==> config.mk <==
export PLATFORM = sky130hd
export DESIGN_NAME = serial_add_ctrl
export DESIGN_NICKNAME = d
export VERILOG_FILES = /design/src/rtl/serial_add_pkg.sv /design/src/rtl/full_adder.sv /design/src/rtl/serial_add_ctrl.sv
export SDC_FILE = /design/constraint.sdc
export NUM_CORES = 1
export LEC_CHECK = 0
export CORE_MARGIN = 1
export CORE_UTILIZATION = 47
export CTS_BUF_LIST = sky130_fd_sc_hd__clkbuf_16
export CTS_CLUSTER_SIZE = 14
export DETAILED_ROUTE_END_ITERATION = 12
export GPL_TIMING_DRIVEN = 0
export PLACE_DENSITY = 0.75
export SLEW_MARGIN = 20
export SYNTH_ARGS = -nofsm -noshare
export SYNTH_HDL_FRONTEND = slang
export SYNTH_SLANG_ARGS = --single-unit
==> constraint.sdc <==
create_clock -name clk -period 1.44 [get_ports clk]
set_input_delay 0.216 -clock clk [delete_from_list [all_inputs] [get_ports clk]]
set_output_delay 0.216 -clock clk [all_outputs]
set_load 0.01 [all_outputs]
==> src/rtl/serial_add_pkg.sv <==
// ----------------------------------------------------------------------------
// serial_add_pkg
//   Shared types and defaults for the bit-serial add/subtract sequencer.
//   - state_t       : sequencer state encoding (IDLE, RUN, DONE)
//   - DEFAULT_WIDTH : default operand/result width
// ----------------------------------------------------------------------------
package serial_add_pkg;

  localparam int DEFAULT_WIDTH = 8;

  typedef enum logic [1:0] {
    IDLE = 2'd0,
    RUN  = 2'd1,
    DONE = 2'd2
  } state_t;

endpackage : serial_add_pkg

==> src/rtl/full_adder.sv <==
// ----------------------------------------------------------------------------
// full_adder
//   Single-bit full adder cell, purely combinational.
//   Ports:
//     a, b  : addend bits
//     cin   : carry in
//     sum   : a ^ b ^ cin
//     cout  : majority(a, b, cin)
// ----------------------------------------------------------------------------
module full_adder (
  input  logic a,
  input  logic b,
  input  logic cin,
  output logic sum,
  output logic cout
);

  assign sum  = a ^ b ^ cin;
  assign cout = (a & b) | (a & cin) | (b & cin);

endmodule : full_adder

==> src/rtl/serial_add_ctrl.sv <==
// ----------------------------------------------------------------------------
// serial_add_ctrl
//   Bit-serial add/subtract sequencer built around one full_adder cell.
//   Operands are captured on a start/ready handshake and fed LSB first, one
//   bit pair per clock, with a registered carry between bits.
//
//   Ports:
//     clk       : rising-edge clock
//     rst_n     : asynchronous active-low reset
//     start     : request, accepted when start & ready at a clock edge
//     ready     : high in IDLE only
//     a, b      : WIDTH-bit operands, captured on accept
//     cin       : carry-in for add (ignored for subtract), captured on accept
//     sub       : 0 = a + b + cin, 1 = a - b, captured on accept
//     busy      : high in RUN and DONE
//     result    : sum/difference, updated at the RUN->DONE edge and held
//     cout      : MSB carry-out (for subtract, 1 = no borrow)
//     overflow  : two's-complement overflow of the operation
//     done      : one-cycle pulse, outputs final
//
//   state | meaning
//   ------+-------------------------------------------------------------
//   IDLE  | waiting for start; ready=1; last result held on outputs
//   RUN   | one bit pair per clock through the cell, cnt = bit index
//   DONE  | done pulse for one cycle, then back to IDLE
// ----------------------------------------------------------------------------
module serial_add_ctrl
  import serial_add_pkg::*;
#(
  parameter int WIDTH = DEFAULT_WIDTH
) (
  input  logic             clk,
  input  logic             rst_n,
  input  logic             start,
  output logic             ready,
  input  logic [WIDTH-1:0] a,
  input  logic [WIDTH-1:0] b,
  input  logic             cin,
  input  logic             sub,
  output logic             busy,
  output logic [WIDTH-1:0] result,
  output logic             cout,
  output logic             overflow,
  output logic             done
);

  localparam int CNT_W = $clog2(WIDTH);
  localparam logic [CNT_W-1:0] LAST = CNT_W'(WIDTH - 1);

  state_t           state;
  logic [WIDTH-1:0] a_sh;
  logic [WIDTH-1:0] b_sh;
  // Only WIDTH-1 partial bits are kept; the final sum bit goes straight into
  // result on the last cycle, so no storage bit is ever left unused.
  logic [WIDTH-2:0] res_sh;
  logic             carry;
  logic [CNT_W-1:0] cnt;

  logic             fa_sum;
  logic             fa_cout;
  logic [WIDTH-1:0] res_next;

  full_adder u_cell (
    .a    (a_sh[0]),
    .b    (b_sh[0]),
    .cin  (carry),
    .sum  (fa_sum),
    .cout (fa_cout)
  );

  // New sum bit enters from the MSB side; after WIDTH shifts bit 0 of the
  // operation has reached bit 0 of the word.
  assign res_next = {fa_sum, res_sh};

  always_ff @(posedge clk or negedge rst_n) begin
    if (!rst_n) begin
      state    <= IDLE;
      a_sh     <= '0;
      b_sh     <= '0;
      res_sh   <= '0;
      carry    <= 1'b0;
      cnt      <= '0;
      result   <= '0;
      cout     <= 1'b0;
      overflow <= 1'b0;
    end else begin
      case (state)
        IDLE: begin
          if (start) begin
            // Subtract is a + ~b + 1: invert b and force the initial carry.
            a_sh   <= a;
            b_sh   <= sub ? ~b : b;
            carry  <= sub ? 1'b1 : cin;
            cnt    <= '0;
            res_sh <= '0;
            state  <= RUN;
          end
        end

        RUN: begin
          a_sh   <= a_sh >> 1;
          b_sh   <= b_sh >> 1;
          res_sh <= res_next[WIDTH-1:1];
          carry  <= fa_cout;
          if (cnt == LAST) begin
            result   <= res_next;
            cout     <= fa_cout;
            // carry holds the carry into the MSB at this point.
            overflow <= carry ^ fa_cout;
            state    <= DONE;
          end else begin
            cnt <= cnt + 1'b1;
          end
        end

        DONE: begin
          state <= IDLE;
        end

        default: begin
          state <= IDLE;
        end
      endcase
    end
  end

  assign ready = (state == IDLE);
  assign busy  = (state == RUN) || (state == DONE);
  assign done  = (state == DONE);

endmodule : serial_add_ctrl

Word level (Yosys, flattened, before mapping). Index checks and enable logic that the tools add are counted.

Word-level logic and storage cells: 48. Bits of input ports: 21. Register bits: 39. Output and inout bits: 13.

Equal/unequal tests: 6. Reduce and logical (&&, ||, !) cells: 7. Mux-type cells: 16. Bitwise gates (word level): 9. Add/sub/neg operators: 1.

Operators with widths (number): $pmux 8 s2 (2); $mux 8 (3); $pmux 7 s2 (1); $not 8->8 (1); $mux 7 (1); $mux 3 (2); $ne 2x2->1 const B (3); $pmux 3 s2 (1); $reduce_and 2->1 (3); $mux 2 (2); $pmux 2 s2 (1); $add 3x1->3 const B (1); $and 1x1->1 (3); $eq 3x3->1 const B (1); $reduce_and 3->1 (1); $xor 1x1->1 (3); $eq 2x1->1 const B (1); $eq 2x2->1 const B (1); $logic_not 2->1 (1); $mux 1 (2); $or 1x1->1 (2); $pmux 1 s2 (1); $reduce_bool 2->1 (1); $logic_or 1x1->1 (1).

Depth between registers and ports, before layout.
Depth after elaboration: 4. Mapped depth: 7. Gate-level depth less buffers: 5.

Cells and area by module. Synthesis repeated with hierarchy kept, for this count alone.

Cell total of the unflattened synthesis: 169. Area, all modules: 1935.6 um2.

Modules (own cells, without submodules): serial_add_ctrl (area an instance 1915.6 um2, instances 1, seq. area each 975.9 um2, cells each 168); full_adder (area an instance 20.0 um2, instances 1, seq. area each 0.0 um2, cells each 1).

Worst setup path before layout. OpenSTA, ideal clock, no wires.

Path kind: register -> register. From: register state[0]. To: register cnt[0]. Cell stages (with the launch flop): 6. Buffers on the path: 0. Clock period less this slack: 1.595 ns. Path slack: -0.155 ns. Arrival: 1.470 ns. Cells stage by stage: dfrtp_1 -> inv_1 -> ha_1 -> nor2b_4 -> a211oi_4 -> mux2_4.

Longest elaborated chain between the ends: 3. Elaborated cells between the ends (all ways): 7. Classes of those cells: 3 x eq/ne; 1 x mux; 3 x reduce/logical.

Ends and longest elaborated chain: from (decl) (line serial_add_ctrl.sv:50) `state_t state;`; from (signal assigned) (line serial_add_ctrl.sv:77) `state <= IDLE;`; from (signal assigned) (line serial_add_ctrl.sv:96) `state <= RUN;`; from (signal assigned) (line serial_add_ctrl.sv:110) `state <= DONE;`; $logic_not 2->1 (*); via ready (line serial_add_ctrl.sv:35) `output logic ready,`; $ne 2x2->1 (no line) / $reduce_bool 2->1 (equally long branches); $reduce_and 3->1 (no line); to (signal assigned) (line serial_add_ctrl.sv:112) `cnt <= cnt + 1'b1;`; to (decl) (line serial_add_ctrl.sv:57) `logic [CNT_W-1:0] cnt;`.

Mark *: on every way through the listed nets, which the timed path passes. The rest lies on a longest branch. A chain may end at the register's enable or synchronous reset.

Final worst setup path.
From: register state[0]. To: register state[0].

Longest elaborated chain between the ends: 3. Elaborated cells between the ends (all ways): 6. Classes of those cells: 3 x eq/ne; 1 x mux; 2 x reduce/logical.

Ends and longest elaborated chain: $eq 2x1->1 / $logic_not 2->1 (equally long branches) (line serial_add_ctrl.sv:87) `case (state)`; $ne 2x2->1 (no line); $reduce_and 2->1 (no line).

Parallel ways exist; a longest one is shown, timed or not.

==> out/results.ini <==
[synthesis]
syn_inst = 169
syn_nets = 198
seq_area_frac_synth = 0.512
ys_warn_count = 0
ys_seq_elements = 39
synth.distinct_cells = 27
synthesis.area_um2 = 1900
syn_avg_cell_area_um2 = 11.3

[placed_design]
place_congestion = 0.748
dpl_cell_area_um2 = 2330
place_hpwl_um = 2550
port_buffers = 32

[worst_setup_path]
end_kind = flip-flop
cp_cell_sequence = buf_6 -> buf_4 -> ha_4 -> buf_4 -> a21oi_2 -> mux2_2
cp_slowest_stage_delay_ns = 0.43
critical_path.max_fanout = 4
crit_buf_inv = 3
path_delay_family = flip-flops
required_ns = 1.61
cp.arrival_ns = 1.80
crit_slowest_cell = dfrtp_1
critPathLaunchType = flip-flop
path_class = flip-flop to flip-flop
cpMostUsedCell = buf_4

[final_layout]
final_util = 0.779
final_area_um2 = 2940
drive_gt1_frac = 0.429
final_cell_mix = 39 x dfrtp_1, 28 x clkdlybuf4s50_1, 18 x buf_6
n_fill_cell = 199
syn_to_final_growth_pct = 54.2
fin_nets = 261
diodes = 0
final_common_cell = dfrtp_1

[power_and_ir_drop]
clkPwrFrac = 0.228
p_seq_frac = 0.279
p_sw_mw = 2.26
combPwrFrac = 0.493
switching_share = 0.356
intPower_mw = 4.09
irDropWorstVdd_mv = 1.17
p_per_area_nw_per_um2 = 2160
p_leak_nw = 1.34
finalPower_mw = 6.35

[status]
status = complete, but fails checks
violations = negative setup slack

[timing]
rsz0062_at_grt = true
min_period_over_period = 1.13
max_freq_ghz = 0.615
tightestPinTransition_ns = 0.307
finalMaxSlewViolations = 0
period_minus_slack_ns = 1.63
tns_ns = -4.19
timing.final.ws_setup_ns = -0.187
hold_slack_ns = 0.333
timing.slew.headroom = 0.794
setup_viol = 37
hold_viol = 0
fin_skew_ns = 0.00221

[route]
drc = 0
viasPerCell = 5.24
drt-total-wl_um = 4770
wire_per_inst_um = 17.0
ant_nets = 0
drt-initial-drc-count = 104
vias = 1473
drt-pass1-iter-count = 4

[grt]
grt_pass1_vias = 1491
track_usage = 0.231
grt_overflow = 0
antenna_found_initial = 0
grt_pass1_wl_um = 7270
grt_max_degree = 31

[run]
maxCapViolations = 0

[clock_network]
cts_buffers = 5
h-tree-depth = 2
clockBufferDepth = 2
path_clk_slew_ns = 0.06
clk_latency_ns = 0.28
cts_root_buffer = clkbuf_16
cts_tree = built
cts.sinks = 39

[floorplan]
die_h_um = 65.7
die_area_um2 = 4310
core_um2 = 3770
start_util = 0.505
rows = 22
fp.dieW_um = 65.7
num_io_pins = 34

[min_path]
worst_hold_path_type = primary input to asynchronous set/reset pin

power groups by stage:
| stage | Combinational, mW | Clock (mW) | Sequential [mW] |
|---|---|---|---|
| floorplan | 1.44 | 0 | 1.67 |
| global placement | 1.88 | 0 | 1.69 |
| CTS | 2.63 | 1.44 | 1.71 |
| global route | 3.35 | 1.51 | 1.81 |
| finish | 3.13 | 1.45 | 1.77 |
| detailed placement | 1.94 | 0 | 1.72 |
worst paths after layout:
path | start | slack (ns) | endpoint | cells past startpoint
setup / recovery | state[0]$_DFFE_PN0P_ | -0.19 | state[0]$_DFFE_PN0P_ | 6
hold / removal | rst_n | 0.33 | state[0]$_DFFE_PN0P_ | 2
setup reg to reg | state[0]$_DFFE_PN0P_ | -0.19 | state[0]$_DFFE_PN0P_ | 6
hold reg to reg | a_sh[5]$_DFFE_PN0P_ | 0.49 | a_sh[5]$_DFFE_PN0P_ | 2
max in group asynchronous | rst_n | 0.66 | result[3]$_DFFE_PN0P_ | 3
min in group clk | sub | 0.48 | carry$_DFFE_PN0P_ | 3
cell families (layout without fill, tap and decap cells):
group / count (synthesis) / after routing / synth area share
AND/OR/NAND/NOR: 40 / 40 / 0.0894
flip-flops: 39 / 39 / 0.512
AO/OA/AOI/OAI: 30 / 30 / 0.0907
multiplexers: 28 / 28 / 0.158
buffers and inverters: 15 / 79 / 0.0512
XOR/XNOR: 9 / 9 / 0.0414
adder cells (fa/ha/maj): 8 / 8 / 0.0565
synth_stat cells:
library cell	number	share of area
o21ai_0	22	0.058
o21ai_1	3	0.0079
buf_2	3	0.0079
mux2_2	8	0.047
fa_1	1	0.011
xor2_1	7	0.032
mux2i_2	1	0.0072
mux2_4	1	0.0079
inv_1	5	0.0099
dfrtp_1	39	0.51
a211oi_4	1	0.011
nand2_2	1	0.0033
xnor2_1	2	0.0092
nand2_1	34	0.067
nor2b_1	1	0.0033
buf_6	4	0.024
buf_4	2	0.0079
o21a_1	1	0.0039
nor2_1	1	0.0020
o31ai_1	2	0.0079
mux2i_1	16	0.084
ha_1	7	0.046
nand2b_1	2	0.0066
nor2b_4	1	0.0072
mux2_1	2	0.012
a21oi_1	1	0.0026
clkbuf_1	1	0.0020
state kept, by name (all words and copies together), names as in the netlist, 2 cells and up:
name and count:
result 8, state 2, b_sh 8, a_sh 8, cnt 3, res_sh 7
metal layers:
metal,track usage,wire length [um],vias up
met4,0.0761,76,0
li1,-,-,690
met5,0,0,-
met3,0.0642,138,8
met1,0.289,2130,735
met2,0.383,2420,40
through the flow:
stage                     std cells  worst slack, ns
after floorplan                 169          -0.0372
after global placement          249           -0.734
after detailed placement        250           -0.212
after CTS                       276           -0.102
after global routing            281           -0.227
final                           281           -0.187
timing repair:
action / 4_1_cts / 5_1_grt
gates resized for setup: 65 / 36
pin swaps: 19 / 6
endpoints found under the setup margin: 39 / 40
hold endpoints to repair: 9 / 0
hold buffers: 1 / 0
setup buffers: 14 / 5
cloned: 3 / 0
layout make-up:
cell class	count	area, um2	area share
tap	48	60.1	0.0205
sequential	39	976	0.332
inverter	5	21.3	0.00724
clock buffer	5	125	0.0426
timing repair buffer	56	542	0.184
buffer	10	111	0.0379
clock inverter	3	67.6	0.0230
multi-input combinational	115	1030	0.352
(Power assumes the default switching activity.)
